`config.mk`:
```
export PLATFORM = sky130hd
export DESIGN_NAME = block_plotter
export DESIGN_NICKNAME = d
export VERILOG_FILES = /design/src/rtl/block_plotter.sv
export SDC_FILE = /design/constraint.sdc
export NUM_CORES = 1
export LEC_CHECK = 0
export CAP_MARGIN = 20
export CORE_MARGIN = 2
export CORE_UTILIZATION = 25
export CTS_CLUSTER_SIZE = 12
export DETAILED_ROUTE_END_ITERATION = 10
export REMOVE_ABC_BUFFERS = 1
export SYNTH_ARGS = -nofsm -noshare
export SYNTH_HDL_FRONTEND = slang
export SYNTH_SLANG_ARGS = --single-unit
```
`constraint.sdc`:
```
create_clock -name clk -period 6 [get_ports clk]
set_clock_uncertainty 0.1 [all_clocks]
set_input_delay 0.9 -clock clk [delete_from_list [all_inputs] [get_ports clk]]
set_output_delay 0.9 -clock clk [all_outputs]
set_load 0.005 [all_outputs]
```
`src/rtl/block_plotter.sv`:
```
// block_plotter
//   Latches one block position/colour on an accepted start strobe.
//   It then sweeps the BLOCK_W x BLOCK_H footprint in raster order and issues
//   one VGA-adapter pixel slot per clock. Pixels that fall off screen keep
//   their slot, but with plot=0. A one-cycle done pulse follows the last slot.
//
//   Optional build macro: BLOCK_PLOTTER_OUTLINE_EN
//     When defined, edge pixels of the footprint are drawn black (3'b000).
//     Interior pixels keep the latched colour.
//
// Ports
//   clk         system clock
//   reset       asynchronous active-low reset
//   start       draw request, accepted only while ready=1
//   x_in/y_in   block top-left column/row
//   colour_in   block colour (3'b000 = erase)
//   ready       high in IDLE (combinational)
//   vga_x/vga_y pixel coordinate to the VGA adapter (registered)
//   vga_colour  pixel colour to the VGA adapter (registered)
//   plot        VGA writeEn (registered)
//   done        one-cycle pulse after the last pixel slot (registered)
module block_plotter #(
  parameter int BLOCK_W  = 4,
  parameter int BLOCK_H  = 4,
  parameter int SCREEN_W = 160,
  parameter int SCREEN_H = 120
) (
  input  logic       clk,
  input  logic       reset,
  input  logic       start,
  input  logic [7:0] x_in,
  input  logic [6:0] y_in,
  input  logic [2:0] colour_in,
  output logic       ready,
  output logic [7:0] vga_x,
  output logic [6:0] vga_y,
  output logic [2:0] vga_colour,
  output logic       plot,
  output logic       done
);

  localparam int OXW = (BLOCK_W > 1) ? $clog2(BLOCK_W) : 1;
  localparam int OYW = (BLOCK_H > 1) ? $clog2(BLOCK_H) : 1;
  localparam logic [OXW-1:0] OX_LAST = OXW'(BLOCK_W - 1);
  localparam logic [OYW-1:0] OY_LAST = OYW'(BLOCK_H - 1);

  localparam logic [1:0] S_IDLE = 2'd0;
  localparam logic [1:0] S_DRAW = 2'd1;
  localparam logic [1:0] S_DONE = 2'd2;

  logic [1:0]     state;
  logic [7:0]     base_x;
  logic [6:0]     base_y;
  logic [2:0]     base_col;
  logic [OXW-1:0] off_x;
  logic [OYW-1:0] off_y;

  // Offsets of the slot currently on the outputs; the next slot is computed
  // from them, so the output registers always hold the slot being shown.
  logic           last_x, last_y;
  logic [OXW-1:0] nxt_ox, src_ox;
  logic [OYW-1:0] nxt_oy, src_oy;
  logic [7:0]     src_x;
  logic [6:0]     src_y;
  logic [2:0]     src_col, pix_col;
  logic [8:0]     sum_x;
  logic [7:0]     sum_y;
  logic           pix_on;

  assign ready = (state == S_IDLE);

  always_comb begin
    last_x = (off_x == OX_LAST);
    last_y = (off_y == OY_LAST);
    nxt_ox = last_x ? '0 : off_x + OXW'(1);
    nxt_oy = last_x ? off_y + OYW'(1) : off_y;

    // In IDLE the first slot is formed straight from the inputs so that the
    // first plot appears in the cycle right after acceptance.
    if (state == S_IDLE) begin
      src_x   = x_in;
      src_y   = y_in;
      src_col = colour_in;
      src_ox  = '0;
      src_oy  = '0;
    end else begin
      src_x   = base_x;
      src_y   = base_y;
      src_col = base_col;
      src_ox  = nxt_ox;
      src_oy  = nxt_oy;
    end

    // Wide sums so blocks near the right/bottom edge clip instead of wrapping.
    sum_x  = {1'b0, src_x} + {{(9-OXW){1'b0}}, src_ox};
    sum_y  = {1'b0, src_y} + {{(8-OYW){1'b0}}, src_oy};
    pix_on = (sum_x < 9'(SCREEN_W)) && (sum_y < 8'(SCREEN_H));

`ifdef BLOCK_PLOTTER_OUTLINE_EN
    if (src_ox == '0 || src_ox == OX_LAST || src_oy == '0 || src_oy == OY_LAST)
      pix_col = 3'b000;
    else
      pix_col = src_col;
`else
    pix_col = src_col;
`endif
  end

  always_ff @(posedge clk or negedge reset) begin
    if (!reset) begin
      state      <= S_IDLE;
      base_x     <= '0;
      base_y     <= '0;
      base_col   <= '0;
      off_x      <= '0;
      off_y      <= '0;
      vga_x      <= '0;
      vga_y      <= '0;
      vga_colour <= '0;
      plot       <= 1'b0;
      done       <= 1'b0;
    end else begin
      case (state)
        S_IDLE: begin
          plot <= 1'b0;
          done <= 1'b0;
          if (start) begin
            base_x     <= x_in;
            base_y     <= y_in;
            base_col   <= colour_in;
            off_x      <= '0;
            off_y      <= '0;
            vga_x      <= sum_x[7:0];
            vga_y      <= sum_y[6:0];
            vga_colour <= pix_col;
            plot       <= pix_on;
            state      <= S_DRAW;
          end
        end
        S_DRAW: begin
          if (last_x && last_y) begin
            plot  <= 1'b0;
            done  <= 1'b1;
            state <= S_DONE;
          end else begin
            off_x      <= nxt_ox;
            off_y      <= nxt_oy;
            vga_x      <= sum_x[7:0];
            vga_y      <= sum_y[6:0];
            vga_colour <= pix_col;
            plot       <= pix_on;
          end
        end
        S_DONE: begin
          done  <= 1'b0;
          state <= S_IDLE;
        end
        default: state <= S_IDLE;
      endcase
    end
  end

endmodule
```
==> key figures, run 1 <==
Run
  – Max-cap viol count: 0

Worst setup path
  – Worst setup SP type: input pin
  – CP Data Arrival Time: 3.43 ns
  – CP Capture Type: flop
  – Critical Path RT: 6.08 ns
  – Max FO, Critical Path: 26
  – Critical path start-end classification: in2reg

Synth
  – Most frequent cells after synthesis: 67 x nand2_1, 44 x dfrtp_1, 18 x mux2_2
  – Dominant cells by area after synthesis: dfrtp_1 46%, nand2_1 10%, mux2_2 8.4%, mux2i_1 3.3%, ha_1 3.1%
  – Synth cell types: 41
  – Post-Syn Instances: 249
  – Synth Cell Area: 0.002410 mm²
  – Sequential share of the synthesized area: 0.4569
  – Mean Syn Cell Area: 9.678 µm²
  – Synth area leader: dfrtp_1
  – Synth Warn #: 0
  – Main synth FF type: dfrtp_1
  – Synth Register Bits: 44
  – Count leader, synth: nand2_1
  – Post-synth EDFFs: 0
  – Top-area cell type share of the netlist area: 0.4569
  – Post-synth ARST share: 1.000

Global routing
  – GRT Total Usage: 0.1142
  – Global-route wire length before repair: 9.246 mm
  – Initial antenna violation count: 0
  – GRT overflow: 0
  – Largest net degree at the start of global routing: 45
  – Vias in the first global route: 1851

Detailed routing
  – Antenna Nets Post-Route: 0
  – DR WL/cell: 13.36 µm
  – WL final: 5.559 mm
  – Via count: 1849
  – DRC viols: 0
  – TritonRoute pass-1 iters: 4
  – Initial drt markers: 55
  – DR vias/cell: 4.445

Pwr
  – Leak Pwr: 1.332 nW
  – VDD IR max: 0.1621 mV
  – Total power: 0.001525 W
  – Pwr per Cell Area: 503.3 mW/mm²

Placement
  – I/O Buffers: 41
  – DP HPWL: 3.853 mm
  – Final GP Congestion: 0.8154
  – Placed Instances: 408

Layout
  – Share of cells above drive strength 1: 0.1150
  – Final nets: 316
  – Antenna diode count: 0
  – Non-Filler Instances: 416
  – Layout area overhead: 25.75%

Clock network
  – CTS tree: done
  – Clk sinks: 44
  – Post-CTS setup-driven buffer insertion count: 0
  – Clock Tree Buf Depth: 2
  – TritonCTS buffer count: 5
  – Worst skew pair latency: 0.29 ns
  – Htree depth: 2
  – Post-CTS Resized: 0
  – Clock transition at path regs: 0.08 ns
  – Hold buffers post-CTS: 0
  – Root buf cell: clkbuf_8

Floorplanning
  – Die area: 0.01044 mm²
  – # IOs: 42
  – Core region area: 0.009284 mm²
  – DIE HEIGHT: 102.2 µm
  – Row count: 35
  – Die W: 102.2 µm
  – Initial Util: 0.2596

STA
  – Final Critical Period: 3.346 ns
  – Slew headroom: 0.3682
  – RSZ-0062 raised after global routing: false
  – Setup tns final: 0 ns
  – Final hold vios: 0
  – Highest Clock Rate: 298.8 MHz
  – Measured slew at the worst slew-check pin: 0.9477 ns
  – Post-route clock period utilization: 0.5577
  – Slew Viols, Final: 0
  – Final setup violation count: 0

Outcome
  – Outcome: completed

Worst hold path
  – Worst min path class: reg2reg
[power by group]
| part | internal, W | total, W | switching, W | leakage, nW |
|---|---|---|---|---|
| sequential | 0.000445 | 0.000545 | 0.0000997 | 0.537 |
| clock | 0.0000793 | 0.000177 | 0.0000975 | 0.0410 |
| combinational | 0.000413 | 0.000804 | 0.000391 | 0.753 |
| total | 0.000937 | 0.00153 | 0.000588 | 1.33 |
[layout make-up]
class,instances,area (µm²)
fillers,1003,6254
multi-input cells,189,1235
flip-flops and latches,44,1101
repair buffers,43,440.4
well taps,129,161.4
clock buffers,6,72.57
inverters,4,15.01
clock inverters,1,5.005
[cells in the final DEF (no fill, tap or decap), types with 2 or more instances in the layout]
master	instances
nand4_1	4
o211ai_1	2
fa_1	2
mux2i_1	8
a21oi_1	5
a21o_1	2
and2_1	4
xor2_1	7
nand2_1	67
o21ai_0	13
o22ai_1	3
a21boi_0	2
a31oi_1	4
mux2_2	18
inv_1	2
nor2b_1	2
dfrtp_1	44
nand3_1	6
and3_1	2
clkbuf_8	5
ha_1	6
nor3_1	3
xnor2_1	8
clkdlybuf4s50_1	40
nor2_1	8
[worst paths after layout]
kind                                       from  slack (ns)              endpoint  cells past startpoint
max in group asynchronous                 reset        4.81  vga_y[6]$_DFFE_PN0P_                      2
min in group asynchronous                 reset        0.49  state[0]$_DFFE_PN0P_                      1
setup reg to reg           state[1]$_DFFE_PN0P_        2.70      plot$_DFFE_PN0P_                     12
hold reg to reg            vga_x[1]$_DFFE_PN0P_        0.38  vga_x[1]$_DFFE_PN0P_                      2
hold / removal             vga_x[1]$_DFFE_PN0P_        0.38  vga_x[1]$_DFFE_PN0P_                      2
setup / recovery                          start        2.65  vga_y[5]$_DFFE_PN0P_                      5
[registers in the layout (all words and copies together), names as in the netlist]
register and flops:
off_x 2, base_y 7, vga_y 7, base_col 3
plot 1, state 2, off_y 2, done 1
vga_x 8, vga_colour 3, base_x 8
[per-stage QoR]
step	hold slack [ns]	setup WS, ns	area, µm²	util
detailed placement	0.3639	2.304	2925	0.3151
global route	0.4103	2.391	3030	0.3264
global placement	0.3631	2.399	2925	0.3151
CTS	0.3846	2.612	3003	0.3235
finish	0.3798	2.654	3030	0.3264
floorplan	0.3428	2.860	2351	-
[routing by layer]
| metal | track usage | up-vias | share of wire |
|---|---|---|---|
| met5 | 0 | - | 0 |
| met4 | 0.02769 | 0 | 0.0095 |
| met3 | 0.02531 | 7 | 0.054 |
| met2 | 0.1807 | 48 | 0.45 |
| met1 | 0.1597 | 869 | 0.49 |
| li1 | - | 925 | - |
[logic make-up (layout without fill, tap and decap cells)]
kind of cell / count (synthesis) / after routing / synth area share
AND/OR/NAND/NOR: 102 / 102 / 0.1869
flip-flops: 44 / 44 / 0.4569
AO/OA/AOI/OAI: 37 / 37 / 0.09968
multiplexers: 27 / 27 / 0.1236
buffers and inverters: 16 / 54 / 0.03063
XOR/XNOR: 15 / 15 / 0.05452
adder cells (fa/ha/maj): 8 / 8 / 0.04777
[critical path, cell delays in order]
cell and delay [ns]:
clkdlybuf4s50_1 0.42, nor2_1 0.09, a311o_1 0.75, clkinv_1 0.77
mux2_2 0.48
Power figures use the tool's default switching activity.
==> run 2, diff against run 1 <==
- clock period: 6 -> 2.74 ns (I/O delays scaled with it)
==> run 2 against run 1 <==
  * Non-clock buffer count grew 14
  * Count of clock-buffer cells in the layout shrank 1
  * Die area is the same
  * Cell count grew 3.4%
  * Global-route usage grew 0.33 points
==> key figures, run 2 (same netlist as run 1, synthesis figures left out) <==
Floorplanning
  – Die area: 0.01044 mm² (unchanged)
  – Row count: 35 (unchanged)
  – # IOs: 42 (unchanged)
  – DIE HEIGHT: 102.2 µm (unchanged)
  – Initial Util: 0.2596 (unchanged)
  – Core region area: 0.009284 mm² (unchanged)
  – Die W: 102.2 µm (unchanged)

Global routing
  – Initial antenna violation count: 0 (unchanged)
  – Vias in the first global route: 1925 (+4.0%)
  – Largest net degree at the start of global routing: 27 (-40%)
  – Global-route wire length before repair: 9.404 mm (+1.7%)
  – GRT overflow: 0 (unchanged)
  – GRT Total Usage: 0.1175 (+0.003300)

Clock network
  – TritonCTS buffer count: 5 (unchanged)
  – Worst skew pair latency: 0.31 ns (+0.02 ns)
  – Clk sinks: 44 (unchanged)
  – CTS tree: done
  – Root buf cell: clkbuf_8
  – Htree depth: 2 (unchanged)
  – Clock transition at path regs: 0.09 ns (about the same)
  – Clock Tree Buf Depth: 2 (unchanged)

Layout
  – Antenna diode count: 0 (unchanged)
  – Most frequent cells in the layout: 67 x nand2_1, 44 x dfrtp_1, 40 x clkdlybuf4s50_1
  – Storage cell area: 0.001101 mm² (unchanged)
  – Final nets: 330 (+4.4%)
  – Share of cells above drive strength 1: 0.1761 (+0.06110)
  – Commonest non-fill, non-tap cell in the layout: nand2_1
  – Layout area overhead: 30.53%
  – # fillers: 962 (-4.1%)
  – Multi-input logic area: 0.001256 mm² (+1.7%)
  – Biggest regs: base_x: 8 flops, vga_x: 8 flops

Run
  – Max-cap viol count: 0 (unchanged)

Detailed routing
  – Initial drt markers: 68 (+24%)
  – Detail Route met2 WL: 2.612 mm (+4.9%)
  – Antenna Nets Post-Route: 0 (unchanged)
  – DR WL/cell: 13.22 µm (-1.1%)
  – Via count: 1893 (+2.4%)
  – Met3 wire length: 282 µm (-5.4%)
  – TritonRoute pass-1 iters: 4 (unchanged)
  – DR vias/cell: 4.402 (-0.95%)
  – WL final: 5.685 mm (+2.3%)
  – DRC viols: 0 (unchanged)
  – Top sig layer: met4
  – Met1 wire length: 2.716 mm (unchanged)

Placement
  – DP HPWL: 4.243 mm (+10%)
  – I/O Buffers: 41 (unchanged)
  – Place WS: -0.02386 ns (-2.328 ns)
  – Final GP Congestion: 0.8462 (+3.8%)

STA
  – Post-route clock period utilization: 0.9559
  – Highest Clock Rate: 381.8 MHz
  – Setup tns final: 0 ns (unchanged)
  – Final worst setup slack: 0.1207 ns (-2.533 ns)
  – Final hold vios: 0 (unchanged)
  – Slew Viols, Final: 0 (unchanged)
  – Final Critical Period: 2.619 ns
  – Final setup violation count: 0 (unchanged)
  – Hold WS: 0.3799 ns (+0.0001230 ns)
  – Measured slew at the worst slew-check pin: 0.4329 ns (-0.5148 ns)
  – RSZ-0062 raised after global routing: false
  – Slew headroom: 0.7114 (+0.3432)

Worst hold path
  – Worst min path class: reg2reg
  – Hold Crit Start: vga_y[0]$_DFFE_PN0P_

Worst setup path
  – CP Capture Type: flop
  – R2R Setup Slk: 0.12 ns (-2.58 ns)
  – Max FO, Critical Path: 10 (-62%)
  – FF-to-FF Start: state[1]$_DFFE_PN0P_
  – Critical Path RT: 2.86 ns (-3.22 ns)
  – Setup crit start: state[1]$_DFFE_PN0P_
  – Worst setup SP type: flop
  – CP Data Arrival Time: 2.74 ns (-0.69 ns)
  – Critical path start-end classification: reg2reg

Outcome
  – Outcome: completed

Pwr
  – Leak Pwr: 1.394 nW (+4.7%)
  – VDD IR max: 0.4398 mV (+170%)
  – Pwr per Cell Area: 1118 mW/mm² (+120%)
run 2: metrics by stage:
stage               total power [W]  cells    util  instance area, µm²
floorplan                  0.002331    237       -                2351
global placement           0.003033    421  0.3256                3023
detailed placement         0.003093    421  0.3256                3023
CTS                        0.003534    429  0.3360                3119
global route               0.003849    430  0.3388                3146
finish                     0.003517    430  0.3388                3146
run 2: cell type report:
cell class | instances | area share
sequential | 44 | 0.3500
tap | 129 | 0.05131
clock buffer | 5 | 0.02188
timing repair buffer | 57 | 0.1679
clock inverter | 2 | 0.003978
inverter | 4 | 0.005569
multi-input combinational | 189 | 0.3994
run 2: report_power, final:
group          total, W  internal (W)  leakage (nW)  switching (W)
clock          0.000413      0.000173        0.0400       0.000240
sequential      0.00117      0.000974         0.537       0.000197
combinational   0.00193       0.00102         0.817       0.000916
run 2: final timing paths:
kind | end | depth (start not counted)
hold reg to reg | vga_y[0]$_DFFE_PN0P_ | 2
min in group asynchronous | vga_x[2]$_DFFE_PN0P_ | 2
setup / recovery | plot$_DFFE_PN0P_ | 9
hold / removal | vga_y[0]$_DFFE_PN0P_ | 2
max in group asynchronous | base_y[6]$_DFFE_PN0P_ | 3
setup reg to reg | plot$_DFFE_PN0P_ | 9
run 2: what timing repair did:
| action | in CTS | in global routing |
|---|---|---|
| pin swaps | 0 | 2 |
| gates resized for setup | 2 | 6 |
| endpoints found under the setup margin | 1 | 3 |
| hold buffers | 1 | 0 |
| gates cloned | 0 | 0 |
| setup buffers | 0 | 1 |
| endpoints found under the hold margin | 18 | 0 |
run 2: metal layers:
layer  vias up  track usage
met5         -            0
met4         0      0.03590
met3         8      0.03488
met2        40       0.1943
met1       894       0.1486
li1        951            -
run 2: critical path: stages (launching register included):
cell and delay, ns:
dfrtp_1 0.39, or2_4 0.29, buf_4 0.19, and2_1 0.20
fa_1 0.44, a21boi_2 0.19, and3_4 0.19, a22oi_2 0.14
o211ai_1 0.13, o31ai_2 0.26
==> run 3, diff against run 2 <==
- GPL_TIMING_DRIVEN: unset -> 0
==> run 3 against run 2 <==
  * Clock power fell by 1%
  * Largest power group unchanged
  * Register-to-register slack worse by 0.03 ns
  * Highest routed layer unchanged
  * Critical path depth is 1 higher
  * Routed wire length fell by 0.53%
  * Sequential share of layout area shrank 0.13 points
==> key figures, run 3 (same netlist as run 1, synthesis figures left out) <==
STA
  – Slew Viols, Final: 0 (unchanged)
  – Measured slew at the worst slew-check pin: 0.9740 ns (+0.5411 ns)
  – Final Critical Period: 2.647 ns (+0.02806 ns)
  – Highest Clock Rate: 377.7 MHz (-1.1%)
  – Hold WS: 0.002362 ns (-0.3775 ns)
  – Final setup violation count: 0 (unchanged)
  – Slew headroom: 0.3506 (-0.3607)
  – Post-route clock period utilization: 0.9662 (+0.01024)
  – Final hold vios: 0 (unchanged)

Worst setup path
  – FF-to-FF Start: state[1]$_DFFE_PN0P_
  – CP Data Arrival Time: 2.77 ns (+0.03 ns)
  – Slowest stage cell, crit path: dfrtp_2
  – Max FO, Critical Path: 9 (-1)
  – Worst setup SP type: flop
  – Critical Path RT: 2.86 ns (about the same)
  – Crit-path max cell delay: 0.46 ns (+0.02 ns)
  – R2r worst-path depth: 10 (+1)
  – Critical path start-end classification: reg2reg
  – CP Capture Type: flop
  – R2R Setup Slk: 0.09 ns (-0.03 ns)
  – Critical-path cell list: or2_4 -> clkinv_8 -> nor3_1 -> ha_2 -> fa_2 -> a21boi_2 -> and3_4 -> a22oi_2 -> o211ai_1 -> o31ai_2
  – Reg2Reg Capture Point: plot$_DFFE_PN0P_

Detailed routing
  – TritonRoute pass-1 iters: 4 (unchanged)
  – DRC viols: 0 (unchanged)
  – DR vias/cell: 4.466 (+1.4%)
  – Antenna Nets Post-Route: 0 (unchanged)
  – Via count: 1907 (+0.74%)
  – DR WL/cell: 13.24 µm (+0.17%)
  – Initial drt markers: 85 (+25%)
  – WL final: 5.655 mm (-0.53%)

Clock network
  – TritonCTS buffer count: 5 (unchanged)
  – Clock Tree Buf Depth: 2 (unchanged)
  – CTS tree: done
  – Clock transition at path regs: 0.09 ns (about the same)
  – Root buf cell: clkbuf_8
  – Clk sinks: 44 (unchanged)
  – Worst skew pair latency: 0.30 ns (about the same)
  – Htree depth: 2 (unchanged)

Worst hold path
  – Worst min path class: in2async

Layout
  – Share of cells above drive strength 1: 0.1879 (+0.01184)
  – # fillers: 977 (+1.6%)
  – Storage cell area: 0.001104 mm² (+0.23%)
  – Multi-input logic area: 0.001275 mm² (+1.5%)
  – Antenna diode count: 0 (unchanged)
  – Commonest non-fill, non-tap cell in the layout: nand2_1
  – Final nets: 327 (-0.91%)
  – Layout area overhead: 31.31%
  – Biggest regs: base_x: 8 flops, vga_x: 8 flops
  – Post-layout util: 0.3408 (+0.002022)
  – Most frequent cells in the layout: 67 x nand2_1, 42 x dfrtp_1, 40 x clkdlybuf4s50_1

Floorplanning
  – Initial Util: 0.2596 (unchanged)
  – Die area: 0.01044 mm² (unchanged)
  – # IOs: 42 (unchanged)
  – Row count: 35 (unchanged)
  – Die W: 102.2 µm (unchanged)
  – Core region area: 0.009284 mm² (unchanged)
  – DIE HEIGHT: 102.2 µm (unchanged)

Outcome
  – Outcome: completed

Global routing
  – GRT Total Usage: 0.1180 (+0.0004393)
  – Initial antenna violation count: 0 (unchanged)
  – Vias in the first global route: 1902 (-1.2%)
  – Largest net degree at the start of global routing: 27 (unchanged)
  – GRT overflow: 0 (unchanged)
  – Global-route wire length before repair: 9.487 mm (+0.88%)

Placement
  – DP HPWL: 3.814 mm (-10%)
  – Final GP Congestion: 0.8072 (-4.6%)
  – I/O Buffers: 41 (unchanged)

Pwr
  – Pwr per Cell Area: 1112 mW/mm² (-0.51%)
  – VDD IR max: 0.3970 mV (-9.7%)
  – Leak Pwr: 1.377 nW (-1.2%)

Run
  – Max-cap viol count: 0 (unchanged)
[run 3: changes by cell type in the layout (fill, tap and decap cells not counted), sizes merged]
cell | before | now
dlygate4sd3 | 1 | 0
or2 | 1 | 2
inv | 3 | 2
clkinv | 2 | 3
buf | 16 | 13
[run 3: layout make-up]
type                    count  share of cell area
multi-input cells         190              0.4029
flip-flops and latches     44              0.3488
repair buffers             53              0.1629
well taps                 129             0.05101
clock buffers               5             0.02175
inverters                   4            0.008699
clock inverters             2            0.003954
[run 3: per-layer routing]
metal  global-route usage  part of all wire
met3              0.04172             0.059
met5                    0                 0
met4              0.02462            0.0035
met1               0.1633              0.48
met2               0.1791              0.46
[run 3: critical path: cells and delay by family (launching register included)]
family | cells | cell delay (ns)
buffers and inverters | 1 | 0.08
adders and majority gates | 2 | 0.61
and+or+nand+nor | 3 | 0.60
AOI/OAI and AO/OA | 4 | 0.71
DFF | 1 | 0.46
[run 3: how the worst max path moves through the flow]
stage	from	endpoint	slack, ns	cells past startpoint
3_5_place_dp	state[0]$_DFFE_PN0P_	plot$_DFFE_PN0P_	-1.13	12
2_1_floorplan	state[0]$_DFFE_PN0P_	plot$_DFFE_PN0P_	-0.40	12
4_1_cts	state[0]$_DFFE_PN0P_	plot$_DFFE_PN0P_	-0.07	11
6_report	state[1]$_DFFE_PN0P_	plot$_DFFE_PN0P_	0.09	10
5_1_grt	state[1]$_DFFE_PN0P_	plot$_DFFE_PN0P_	-0.007	11
3_3_place_gp	state[0]$_DFFE_PN0P_	plot$_DFFE_PN0P_	-1.14	12
[run 3: through the flow]
step | instances | setup slack (ns) | area (µm²) | setup TNS (ns) | total power, W
finish | 427 | 0.09264 | 3164 | 0 | 0.003520
global route | 427 | -0.006610 | 3164 | -0.006610 | 0.003882
CTS | 416 | -0.07143 | 3058 | -0.07143 | 0.003442
detailed placement | 408 | -1.129 | 2945 | -19.95 | 0.002976
global placement | 407 | -1.139 | 2923 | -25.29 | 0.002927
floorplan | 237 | -0.3999 | 2351 | -0.8058 | 0.002331
[run 3: what timing repair did]
action	in CTS	in global routing
hold buffers	0	0
endpoints found under the setup margin	42	6
pin swaps	1	4
buffers inserted	0	11
resized for setup	13	5
gates cloned	1	0
[run 3: report_power, final]
| part | leakage (nW) | internal (W) | total, W | switching (W) |
|---|---|---|---|---|
| clock network | 0.0400 | 0.000173 | 0.000408 | 0.000234 |
| logic | 0.802 | 0.00102 | 0.00193 | 0.000907 |
| registers | 0.535 | 0.000975 | 0.00119 | 0.000210 |
| total | 1.38 | 0.00217 | 0.00352 | 0.00135 |
